**src/rtl/sin_cos_arb_pkg.sv**
```systemverilog
// Shared types and helpers for the sin_cos lookup arbiter.
// Holds phase/trig types, the request tag bundle and the id-width helper.
package sin_cos_arb_pkg;

    localparam int DEF_PHASE_W = 10;
    localparam int DEF_VAL_W   = 18;
    localparam int MAX_ID_W    = 3;

    typedef logic [DEF_PHASE_W-1:0]      phase_t;
    typedef logic signed [DEF_VAL_W-1:0] trig_t;

    typedef struct packed {
        logic                valid;
        logic [MAX_ID_W-1:0] id;
    } tag_t;

    function automatic int id_w(input int n);
        return (n <= 2) ? 1 : $clog2(n);
    endfunction

endpackage

```
**src/rtl/rr_pick.sv**
```systemverilog
// Combinational round-robin priority encoder.
// Ports: req, ptr in; one-hot gnt, winner index and any out.
module rr_pick #(
    parameter int N    = 4,
    parameter int ID_W = 2
) (
    input  logic [N-1:0]    req,
    input  logic [ID_W-1:0] ptr,
    output logic [N-1:0]    gnt,
    output logic [ID_W-1:0] winner,
    output logic            any
);

    int idx;

    // Scan from ptr upward, wrapping at N; first asserted request wins.
    always_comb begin
        gnt    = '0;
        winner = '0;
        any    = 1'b0;
        idx    = 0;
        for (int k = 0; k < N; k++) begin
            idx = int'(ptr) + k;
            if (idx >= N) idx = idx - N;
            if (!any && req[idx]) begin
                any      = 1'b1;
                gnt[idx] = 1'b1;
                winner   = ID_W'(idx);
            end
        end
    end

endmodule

```
**src/rtl/sin_cos_arbiter.sv**
```systemverilog
// Shares one sin_cos table between N_REQ requesters with round-robin grants.
// Ports: clk, reset, req/phase in; gnt, tbl_phase, rsp_valid/rsp_id/sin_val/cos_val, busy out; tbl_sin/tbl_cos in.
module sin_cos_arbiter
    import sin_cos_arb_pkg::*;
#(
    parameter int N_REQ   = 4,
    parameter int PHASE_W = 10,
    parameter int VAL_W   = 18,
    parameter int TBL_LAT = 1,
    localparam int ID_W   = id_w(N_REQ)
) (
    input  logic                             clk,
    input  logic                             reset,
    input  logic [N_REQ-1:0]                 req,
    input  logic [N_REQ-1:0][PHASE_W-1:0]    phase,
    output logic [N_REQ-1:0]                 gnt,
    output logic [PHASE_W-1:0]               tbl_phase,
    input  logic signed [VAL_W-1:0]          tbl_sin,
    input  logic signed [VAL_W-1:0]          tbl_cos,
    output logic                             rsp_valid,
    output logic [ID_W-1:0]                  rsp_id,
    output logic signed [VAL_W-1:0]          sin_val,
    output logic signed [VAL_W-1:0]          cos_val,
    output logic                             busy
);

    logic [ID_W-1:0]  ptr;
    logic [ID_W-1:0]  winner;
    logic [N_REQ-1:0] req_live;
    logic             any;
    logic             pending;
    tag_t             tags [TBL_LAT+1];

    // Masking requests during reset forces gnt low without a separate mux.
    assign req_live = reset ? '0 : req;

    rr_pick #(
        .N    (N_REQ),
        .ID_W (ID_W)
    ) u_pick (
        .req    (req_live),
        .ptr    (ptr),
        .gnt    (gnt),
        .winner (winner),
        .any    (any)
    );

    // Valid bits that will still occupy the tag pipe next cycle; the last
    // stage drains into the output register so it is excluded.
    always_comb begin
        pending = 1'b0;
        for (int i = 0; i < TBL_LAT; i++) begin
            pending = pending | tags[i].valid;
        end
    end

    always_ff @(posedge clk) begin
        if (reset) begin
            ptr       <= '0;
            tbl_phase <= '0;
            for (int i = 0; i <= TBL_LAT; i++) begin
                tags[i] <= '0;
            end
            rsp_valid <= 1'b0;
            rsp_id    <= '0;
            sin_val   <= '0;
            cos_val   <= '0;
            busy      <= 1'b0;
        end else begin
            if (any) begin
                ptr       <= (int'(winner) == N_REQ - 1) ? '0 : winner + 1'b1;
                tbl_phase <= phase[winner];
            end
            tags[0] <= '{valid: any, id: MAX_ID_W'(winner)};
            for (int i = 1; i <= TBL_LAT; i++) begin
                tags[i] <= tags[i-1];
            end
            rsp_valid <= tags[TBL_LAT].valid;
            if (tags[TBL_LAT].valid) begin
                sin_val <= tbl_sin;
                cos_val <= tbl_cos;
                rsp_id  <= tags[TBL_LAT].id[ID_W-1:0];
            end
            // Registered image of the tag pipe as it will be next cycle.
            busy <= any | pending;
        end
    end

endmodule

```
**config.mk**
```make
export PLATFORM = sky130hd
export DESIGN_NAME = sin_cos_arbiter
export DESIGN_NICKNAME = d
export VERILOG_FILES = /design/src/rtl/sin_cos_arb_pkg.sv /design/src/rtl/rr_pick.sv /design/src/rtl/sin_cos_arbiter.sv
export SDC_FILE = /design/constraint.sdc
export NUM_CORES = 1
export LEC_CHECK = 0
export BUFFER_PORTS_ARGS = -buffer_cell sky130_fd_sc_hd__buf_2
export CELL_PAD_IN_SITES_DETAIL_PLACEMENT = 1
export CELL_PAD_IN_SITES_GLOBAL_PLACEMENT = 2
export CORE_ASPECT_RATIO = 0.8
export CORE_UTILIZATION = 28
export DETAILED_ROUTE_END_ITERATION = 6
export MAX_ROUTING_LAYER = met4
export PLACE_DENSITY = 0.87
export SYNTH_ARGS = -nofsm -noshare
export SYNTH_HDL_FRONTEND = slang
export SYNTH_SLANG_ARGS = --single-unit
```
**constraint.sdc**
```tcl
create_clock -name clk -period 5.7 [get_ports clk]
set_input_delay 0.855 -clock clk [delete_from_list [all_inputs] [get_ports clk]]
set_output_delay 0.855 -clock clk [all_outputs]
set_load 0.05 [all_outputs]
```
## Word-level counts from Yosys, hierarchy flattened

Memories as Yosys holds them, arrays and structs flattened.
Index checks and enable logic that the tools add are counted.

| storage, ports and cells | value |
|---|---|
| flip-flop bits (word level) | 52 |
| memory bits (writable) | 8 |
| logic and storage cells | 91 |
| memories kept | 1 |

| cells by class | value |
|---|---|
| $add $sub $neg | 8 |
| $lt $le $gt $ge | 13 |
| eq/ne operators | 1 |
| mux-type cells | 45 |
| bitwise logic cells | 6 |
| reductions and logical operators | 10 |

Memories:

| memory | depth | width | read ports | clocked after Yosys merged registers in | write ports | RTL line | source |
|---|---|---|---|---|---|---|---|
| tags | 2 | 4 | 2 | 0 | 2 | sin_cos_arbiter.sv:32 | `tag_t tags [TBL_LAT+1];` |

Operator list:

| kind | number |
|---|---|
| 32-bit by 1-bit greater-or-equal comparator with 1-bit output (second input constant) | 4 |
| 32-bit by 4-bit less-than comparator with 1-bit output (second input constant) | 4 |
| 32-bit 2-to-1 mux | 4 |
| 32-bit by 4-bit greater-or-equal comparator with 1-bit output (second input constant) | 3 |
| 32-bit by 4-bit subtractor with 32-bit output (second input constant) | 3 |
| 4-bit 2-to-1 mux | 7 |
| 10-bit binary-select mux with 2-bit select | 1 |
| 1-bit 2-to-1 mux | 19 |
| 4-bit bitwise OR | 3 |
| 10-bit 2-to-1 mux | 1 |
| 2-bit 2-to-1 mux | 5 |
| 1-bit binary-select mux with 2-bit select | 4 |
| 1-bit demux with 2-bit select | 4 |
| 1-bit logical AND | 7 |
| 2-bit by 2-bit adder with 3-bit output (second input constant) | 2 |
| 2-bit by 3-bit subtractor with 4-bit output (second input constant) | 1 |
| 2-bit by 1-bit adder with 3-bit output (second input constant) | 1 |
| 2-bit by 3-bit greater-or-equal comparator with 1-bit output (second input constant) | 1 |
| 1-bit logical NOT | 3 |
| 2-bit by 3-bit less-than comparator with 1-bit output (second input constant) | 1 |
| 1-bit bitwise OR | 3 |
| 2-bit by 1-bit adder with 2-bit output (second input constant) | 1 |
| 2-bit by 1-bit == test with 1-bit output (second input constant) | 1 |

## Logic depth before layout (Yosys ltp)

Gate-level depths: netlist of run 1.

| depth | value |
|---|---|
| word-level depth | 17 |
| mapped depth | 10 |
| gate-level depth less buffers | 8 |

## By module

Synthesis of run 1 repeated with hierarchy kept, for this count alone.

| second synthesis, totals | value |
|---|---|
| cell total of the unflattened synthesis | 258 |
| area total of the unflattened synthesis | 2,761.4 µm² |

Modules (own cells, without submodules):

| module | instances | cells each | area each (µm²) | sequential area each (µm²) |
|---|---|---|---|---|
| sin_cos_arbiter | 1 | 210 | 2,301.0 | 1,161.1 |
| rr_pick | 1 | 48 | 460.4 | 0.0 |

## Least setup slack after synthesis of run 1

Ideal clock, no wire load.

| timing | value |
|---|---|
| path kind | register to output |
| start point | register ptr[0] |
| end point | output gnt[0] |
| arrival | 2.242 ns |
| slack | 2.603 ns |
| stages on the path, launching flop included | 7 |
| buffers on the path | 1 |
| cell sequence | dfxtp_1 > buf_6 > inv_1 > ha_1 > or4_1 > a21oi_2 > a221o_1 |

| between the ends | value |
|---|---|
| longest elaborated chain between the ends | 15 |

Ends and longest elaborated chain:

| what | RTL line | source |
|---|---|---|
| from (decl) | sin_cos_arbiter.sv:27 | `logic [ID_W-1:0] ptr;` |
| from (signal assigned) | sin_cos_arbiter.sv:71 | `ptr <= (int'(winner) == N_REQ - 1) ? '0 : winner + 1'b1;` |
| parallel branches: the longest is 14 deep, another holds 32-bit by 4-bit subtractor with 32-bit output | -- |  |
| 4-bit 2-to-1 mux * | rr_pick.sv:25 | `if (!any && req[idx]) begin` |
| to (decl) | sin_cos_arbiter.sv:16 | `output logic [N_REQ-1:0] gnt,` |

Mark *: on every way between the ends. The select of a mux whose other input is x is not followed.

## Worst setup path after layout of run 1

| timing | value |
|---|---|
| start point | input reset |
| end point | output gnt[1] |

| between the ends | value |
|---|---|
| longest elaborated chain between the ends | 14 |

Ends and longest elaborated chain:

| what | RTL line | source |
|---|---|---|
| from (decl) | sin_cos_arbiter.sv:13 | `input logic reset,` |
| 4-bit 2-to-1 mux * | sin_cos_arbiter.sv:35 | `assign req_live = reset ? '0 : req;` |
| 1-bit binary-select mux with 2-bit select | rr_pick.sv:25 |  |
| 1-bit 2-to-1 mux (implied by the code) (2 in series) | rr_pick.sv:25 |  |
| 1-bit 2-to-1 mux | rr_pick.sv:25 |  |
| 1-bit logical NOT | rr_pick.sv:25 |  |
| 1-bit logical AND | rr_pick.sv:25 |  |
| 1-bit 2-to-1 mux | rr_pick.sv:25 |  |
| 1-bit logical NOT | rr_pick.sv:25 |  |
| 1-bit logical AND | rr_pick.sv:25 |  |
| 1-bit 2-to-1 mux | rr_pick.sv:25 |  |
| 1-bit logical NOT | rr_pick.sv:25 |  |
| 1-bit logical AND | rr_pick.sv:25 |  |
| 4-bit 2-to-1 mux * | rr_pick.sv:25 |  |

Every way passes the cells marked *; elsewhere a longest branch is shown, timed or not. The select of a mux whose other input is x is not followed.

==> results.toml, run 1 <==
[cells_and_area]
fin_area_um2 = 3770
final_common_cell = "buf_2"
nets = 486
area_growth_pct = 38.9
antenna_cells = 0
final_cell_mix = "buf_2, mux2i_1, dfxtp_1, nor2_1"
final_layout_size_suffix_gt1_share_pct = 41.9
fin_util_pct = 40.9

[critical_path]
worstSetupPathType = "in2out"
crit_fanout = 57
slowest_delay_ps = 750
critPathLaunchType = "primary input"
crit_path_end_kind = "primary output"
required_ps = 4850
crit_arrival_ps = 3100
crit_path_cell_trace = "buf_2, nor2_1, a21boi_1, a21oi_1, a221o_1, buf_2"
cp_slowest_cell = "buf_2"
crit_top_cell = "buf_2"

[cts]
cts_tree = "built"
ctsHoldBuffers = 0
htree_num_levels = 3
clockBufferDepth = 2
clk_pin_slew_worst_paths_ps = 50
post_cts_buffers = 0
worstSkewPairLatency_ps = 320
cts_buffers = 9
post_cts_resize_count = 0
clkSinkCount = 58
clockRootBuffer = "clkbuf_16"

[global_route]
grt_pass1_wl_um = 11700
use_met2_pct = 24.2
track_usage_pct = 15.0
grt_busiest_layer = "met2"
first_global_vias = 2402
antenna_found_initial = 0
grt_max_degree = 58
overflow = 0
gr-usage-met1_pct = 17.4
grt_use_met3_pct = 5.19

[logic_synthesis]
synthTopCellsByArea = "dfxtp_1, mux2i_1, nor2_1"
yosysTopAreaCellShare_pct = 42.8
synth_top_cell_by_area = "dfxtp_1"
yosys_warnings = 0
synth_cell_types = 43
syn_inst = 266
ys_ff_latch = 58
syn_area_per_cell_um2 = 10.2
seq_area_frac_synth_pct = 42.8
syn_nets = 356
syn-cell-area_um2 = 2720

[routing]
drtIter0Drc = 105
avgRoutedWirePerCell_um = 13.8
via_per_inst = 4.58
drt_wl_total_um = 7120
final_antenna_net_count = 0
post-route-drc-count = 8
first_pass_iters = 6
via_count = 2364

[floorplan]
die-area_um2 = 10100
io_pins = 136
core_um2 = 9230
fp-row-count = 31
initial_core_util_pct = 29.4
dieHeight_um = 90.1
die_w_um = 112

[timing]
tns_ps = 0
max_freq_ghz = 0.253
hold_viol = 0
worst_slew_pin_slew_ps = 1160
setup_viol = 0
fin_worst_skew_ps = 3.61
fin_crit_ps = 3950
max-slew-margin-rel_pct = 22.8
drv_slew = 0
rsz0062_at_grt = "no"
fin_crit_sh_pct = 69.4

[placed_design]
place_area_um2 = 3440
routabilityCongestion = 0.757
hpwlAfterDp_um = 5460
portBuffers = 135

[pwr]
p_total_mw = 1.46
max-vdd-ir-drop_v = 0.000191
p_leak_nw = 1.87
power.density_nw_per_um2 = 387

[outcome]
violations = "design-rule violations"
status = "finished, violations left"

[hold_path]
hold_class = "reg2reg"

[flow_run]
max_cap_violations = 0
Yosys cell counts (all sizes together):
cell     instances
buf             10
a211oi           3
o21ai           10
nor4             1
a41oi            1
a21oi           10
inv              5
or4              1
mux2             2
o22ai            2
nand2b           1
nor2b            4
nor3             2
dfxtp           58
nand4b           1
and3             1
a21boi           1
clkbuf           6
or2              4
or3              1
a2bb2oi         10
o2bb2ai          1
a31o             1
o21bai           1
a221o            4
nand2            7
mux2i           61
nor2            48
ha               8
a311o            1
cells by family after synthesis:
family | count (synthesis) | synth area share [%]
simple gates | 71 | 12.1
mux | 63 | 23.6
flops | 58 | 42.8
compound gates | 45 | 13.5
buf+inv | 21 | 4.29
fa+ha+maj | 8 | 3.69
state kept, by name, summed over array words and instances (netlist names):
| signal | cells |
|---|---|
| busy | 1 |
| cos_val | 18 |
| ptr | 2 |
| rsp_id | 2 |
| rsp_valid | 1 |
| sin_val | 18 |
| tags | 6 |
| tbl_phase | 10 |
final timing paths:
| kind | startpoint | to | slack (ps) | depth (start not counted) |
|---|---|---|---|---|
| worst min register to register | tags[0][1]$_SDFF_PP0_ | tags[0][5]$_SDFF_PP0_ | 450 | 1 |
| worst min-delay path | tags[0][1]$_SDFF_PP0_ | tags[0][5]$_SDFF_PP0_ | 450 | 1 |
| worst max register to register | ptr[0]$_SDFFE_PP0P_ | tbl_phase[3]$_SDFFE_PP0P_ | 2520 | 8 |
| worst max-delay path | reset | gnt[1] | 1750 | 6 |
stage by stage:
stage / cells / hold slack [ps] / setup WS [ps]
2_1_floorplan: 266 / 414 / 2600
3_3_place_gp: 500 / 433 / 1800
3_5_place_dp: 500 / 434 / 1700
4_1_cts: 516 / 453 / 1690
5_1_grt: 516 / 460 / 1540
6_report: 516 / 451 / 1750
layout make-up:
type	instances	area, um^2
clock buffer	10	229
clock inverter	6	105
fill	1093	5460
inverter	5	18.8
multi-input combinational	187	1440
sequential	58	1160
tap	115	144
timing repair buffer	135	676
critical path: cells and delay by family:
kind | cells | cell delay (ps)
compound gates | 3 | 950
simple gates | 1 | 320
buf+inv | 2 | 970
report_power, final:
group          switching (mW)  internal (mW)
logic                   0.254          0.133
registers              0.0328          0.444
clock network           0.174          0.424
routing by layer:
layer | up-vias | share of wire, %
met2 | 102 | 47
met3 | 9 | 7.4
li1 | 1196 | -
met5 | - | 0
met1 | 1057 | 44
met4 | 0 | 1.0
(Power assumes the default switching activity.)
==> inputs of run 2 (changes only) <==
--- a/config.mk
+++ b/config.mk
@@ -5,14 +5,15 @@
 export SDC_FILE = /design/constraint.sdc
 export NUM_CORES = 1
 export LEC_CHECK = 0
+export ABC_AREA = 1
 export BUFFER_PORTS_ARGS = -buffer_cell sky130_fd_sc_hd__buf_2
 export CELL_PAD_IN_SITES_DETAIL_PLACEMENT = 1
 export CELL_PAD_IN_SITES_GLOBAL_PLACEMENT = 2
 export CORE_ASPECT_RATIO = 0.8
-export CORE_UTILIZATION = 28
+export CORE_UTILIZATION = 22
 export DETAILED_ROUTE_END_ITERATION = 6
 export MAX_ROUTING_LAYER = met4
-export PLACE_DENSITY = 0.87
+export PLACE_DENSITY = 0.78
 export SYNTH_ARGS = -nofsm -noshare
 export SYNTH_HDL_FRONTEND = slang
 export SYNTH_SLANG_ARGS = --single-unit
==> constraint.sdc (replaced) <==
create_clock -name clk -period 3.2 [get_ports clk]
set_input_delay 0.48 -clock clk [delete_from_list [all_inputs] [get_ports clk]]
set_output_delay 0.48 -clock clk [all_outputs]
set_load 0.05 [all_outputs]
==> results.toml, run 2 <==
[outcome]
status = "completed"

[logic_synthesis]
synth-edff-count = 0
synth_most_common_cell = "nor2_1"
seq_area_frac_synth_pct = 38.0
syn_area_per_cell_um2 = 7.05
yosys_warnings = 0
synth_flop_cell = "dfxtp_1"
synth_common_cells = "nor2_1, nand2_1, dfxtp_1"
ys_ff_latch = 58
syn_inst = 434
syn-cell-area_um2 = 3060
syn_nets = 524
synth_top_cell_by_area = "dfxtp_1"
synthArstFlopShare_pct = 0
yosysTopAreaCellShare_pct = 38.0
synth_cell_types = 30
synthTopCellsByArea = "dfxtp_1, nor2_1, o21ai_0"

[cts]
cts_buffers = 9
clockBufferDepth = 2
clockRootBuffer = "clkbuf_16"
worstSkewPairLatency_ps = 320
clkSinkCount = 58
htree_num_levels = 3
clk_pin_slew_worst_paths_ps = 50
cts_tree = "built"

[global_route]
first_global_vias = 3183
grt_pass1_wl_um = 15800
antenna_found_initial = 0
track_usage_pct = 14.5
overflow = 0
grt_max_degree = 49

[placed_design]
routabilityCongestion = 0.815
hpwlAfterDp_um = 7480
dp_slack_ps = 363
portBuffers = 135
place_area_um2 = 3880

[timing]
fin_crit_sh_pct = 89.9
fin_worst_skew_ps = 4.89
drv_slew = 0
max-slew-margin-rel_pct = 68.9
rsz0062_at_grt = "no"
hold_viol = 0
fin_crit_ps = 2880
setup_viol = 0
final.setup.worst_slack_ps = 323
max_freq_ghz = 0.348
tns_ps = 0
worst_slew_pin_slew_ps = 466

[floorplan]
core_um2 = 13600
initial_core_util_pct = 22.6
die-area_um2 = 14400
die_w_um = 134
io_pins = 136
fp-row-count = 38
dieHeight_um = 107

[hold_path]
hold_class = "in2reg"
hp-start = "tbl_sin[10]"

[cells_and_area]
fin_area_um2 = 4190
seq_area_um2 = 1160
reg_top3 = "cos_val (18), sin_val (18), tbl_phase (10)"
area_growth_pct = 37.0
final_cell_mix = "buf_2, nor2_1, nand2_1, dfxtp_1, o21ai_0"
final_common_cell = "buf_2"
fillers = 1735
antenna_cells = 0
final_layout_size_suffix_gt1_share_pct = 35.0
nets = 654
multiInputGateArea_um2 = 1550

[pwr]
p_sw_share_pct = 50.5
max-vdd-ir-drop_v = 0.000466
p_switching_mw = 2.25
p_comb_share_pct = 56.7
p_leak_nw = 2.21
clkPwrFrac_pct = 20.7
p_int_mw = 2.21
power.density_nw_per_um2 = 1060
p_seq_share_pct = 22.6

[flow_run]
max_cap_violations = 0

[critical_path]
crit_start = "ptr[1]$_SDFFE_PP0P_"
cp_slowest_cell = "dfxtp_4"
worstSetupPathType = "reg2out"
timing.rr.start = "ptr[1]$_SDFFE_PP0P_"
slowest_delay_ps = 420
crit_fanout = 11
crit_path_cell_trace = "clkinvlp_4, ha_1, inv_1, nand3_1, nand2_2, nand3_4, clkinv_1, a221oi_1, o21ai_0, buf_2"
crit_arrival_ps = 2400
required_ps = 2720
crit_path_end_kind = "primary output"
crit_family = "buffers and inverters"
crit_buf_inv = 4
critPathLaunchType = "register"

[routing]
drtIter0Drc = 73
post-route-drc-count = 0
via_count = 3248
via_per_inst = 4.34
avgRoutedWirePerCell_um = 13.3
first_pass_iters = 4
final_antenna_net_count = 0
drt_wl_total_um = 9920
[run 2: cell types whose count changed after synthesis, moves of 8 or more]
| cell | before | now |
|---|---|---|
| nand3_2 | 0 | 14 |
| nand3b_1 | 0 | 10 |
| a21oi_2 | 1 | 9 |
| nand2_1 | 6 | 61 |
| o21ai_1 | 10 | 1 |
| nor2_1 | 46 | 86 |
| nand3_1 | 0 | 36 |
| o21ai_0 | 0 | 51 |
| mux2i_1 | 60 | 0 |
| a2bb2oi_1 | 10 | 0 |
| inv_1 | 5 | 50 |
| clkbuf_1 | 6 | 14 |
[run 2: layout make-up]
type / count / area share (%)
multi-input combinational: 295 / 37.1
sequential: 58 / 27.8
clock inverter: 3 / 0.956
tap: 180 / 5.37
timing repair buffer: 144 / 17.7
inverter: 56 / 5.17
clock buffer: 12 / 5.88
[run 2: kinds of logic after synthesis]
| family | Yosys count | synth area share (%) |
|---|---|---|
| flops | 58 | 38.0 |
| compound gates | 68 | 13.1 |
| buf+inv | 81 | 11.2 |
| fa+ha+maj | 8 | 3.27 |
| simple gates | 219 | 34.4 |
[run 2: path summary, 6_finish.rpt]
kind / end / slack (ps) / depth (start not counted)
max: gnt[0] / 320 / 10
min: sin_val[10]$_SDFFE_PP0P_ / 380 / 3
max reg2reg: tbl_phase[9]$_SDFFE_PP0P_ / 640 / 14
min reg2reg: tags[0][5]$_SDFF_PP0_ / 400 / 2
[run 2: power by group through the flow]
stage               logic (mW)  registers (mW)  clock network, mW
CTS                       2.55            1.00              0.955
finish                    2.52            1.01              0.921
detailed placement        2.54            1.02                  0
floorplan                 1.47            1.50                  0
global placement          2.49            1.01                  0
global route              2.79            1.03              0.986
[run 2: stage by stage]
stage | utilization [%] | hold WS [ps] | total power, mW | instances
finish | 30.9 | 381 | 4.45 | 748
global route | 30.9 | 379 | 4.81 | 748
CTS | 30.8 | 368 | 4.51 | 746
detailed placement | 28.6 | 404 | 3.56 | 731
global placement | 28.6 | 400 | 3.51 | 731
floorplan | - | 388 | 2.97 | 434
[run 2: what timing repair did]
action                                 in CTS  in global routing
buffers inserted                            0                  2
hold buffers                                0                  0
gates resized for setup                     0                  3
endpoints found under the hold margin       0                  0
setup endpoints to repair                   0                  4
[run 2: metal layers]
metal	part of all wire [%]	GRT usage [%]	vias to the layer above
li1	-	-	1634
met1	48	18.1	1502
met2	45	22.7	103
met3	6.5	4.10	9
met4	0.64	3.98	0
met5	0	-	-
[run 2: worst min-delay path: cells and delay by family]
family	cells	cell delay (ps)
simple gates	2	110
buf+inv	1	70
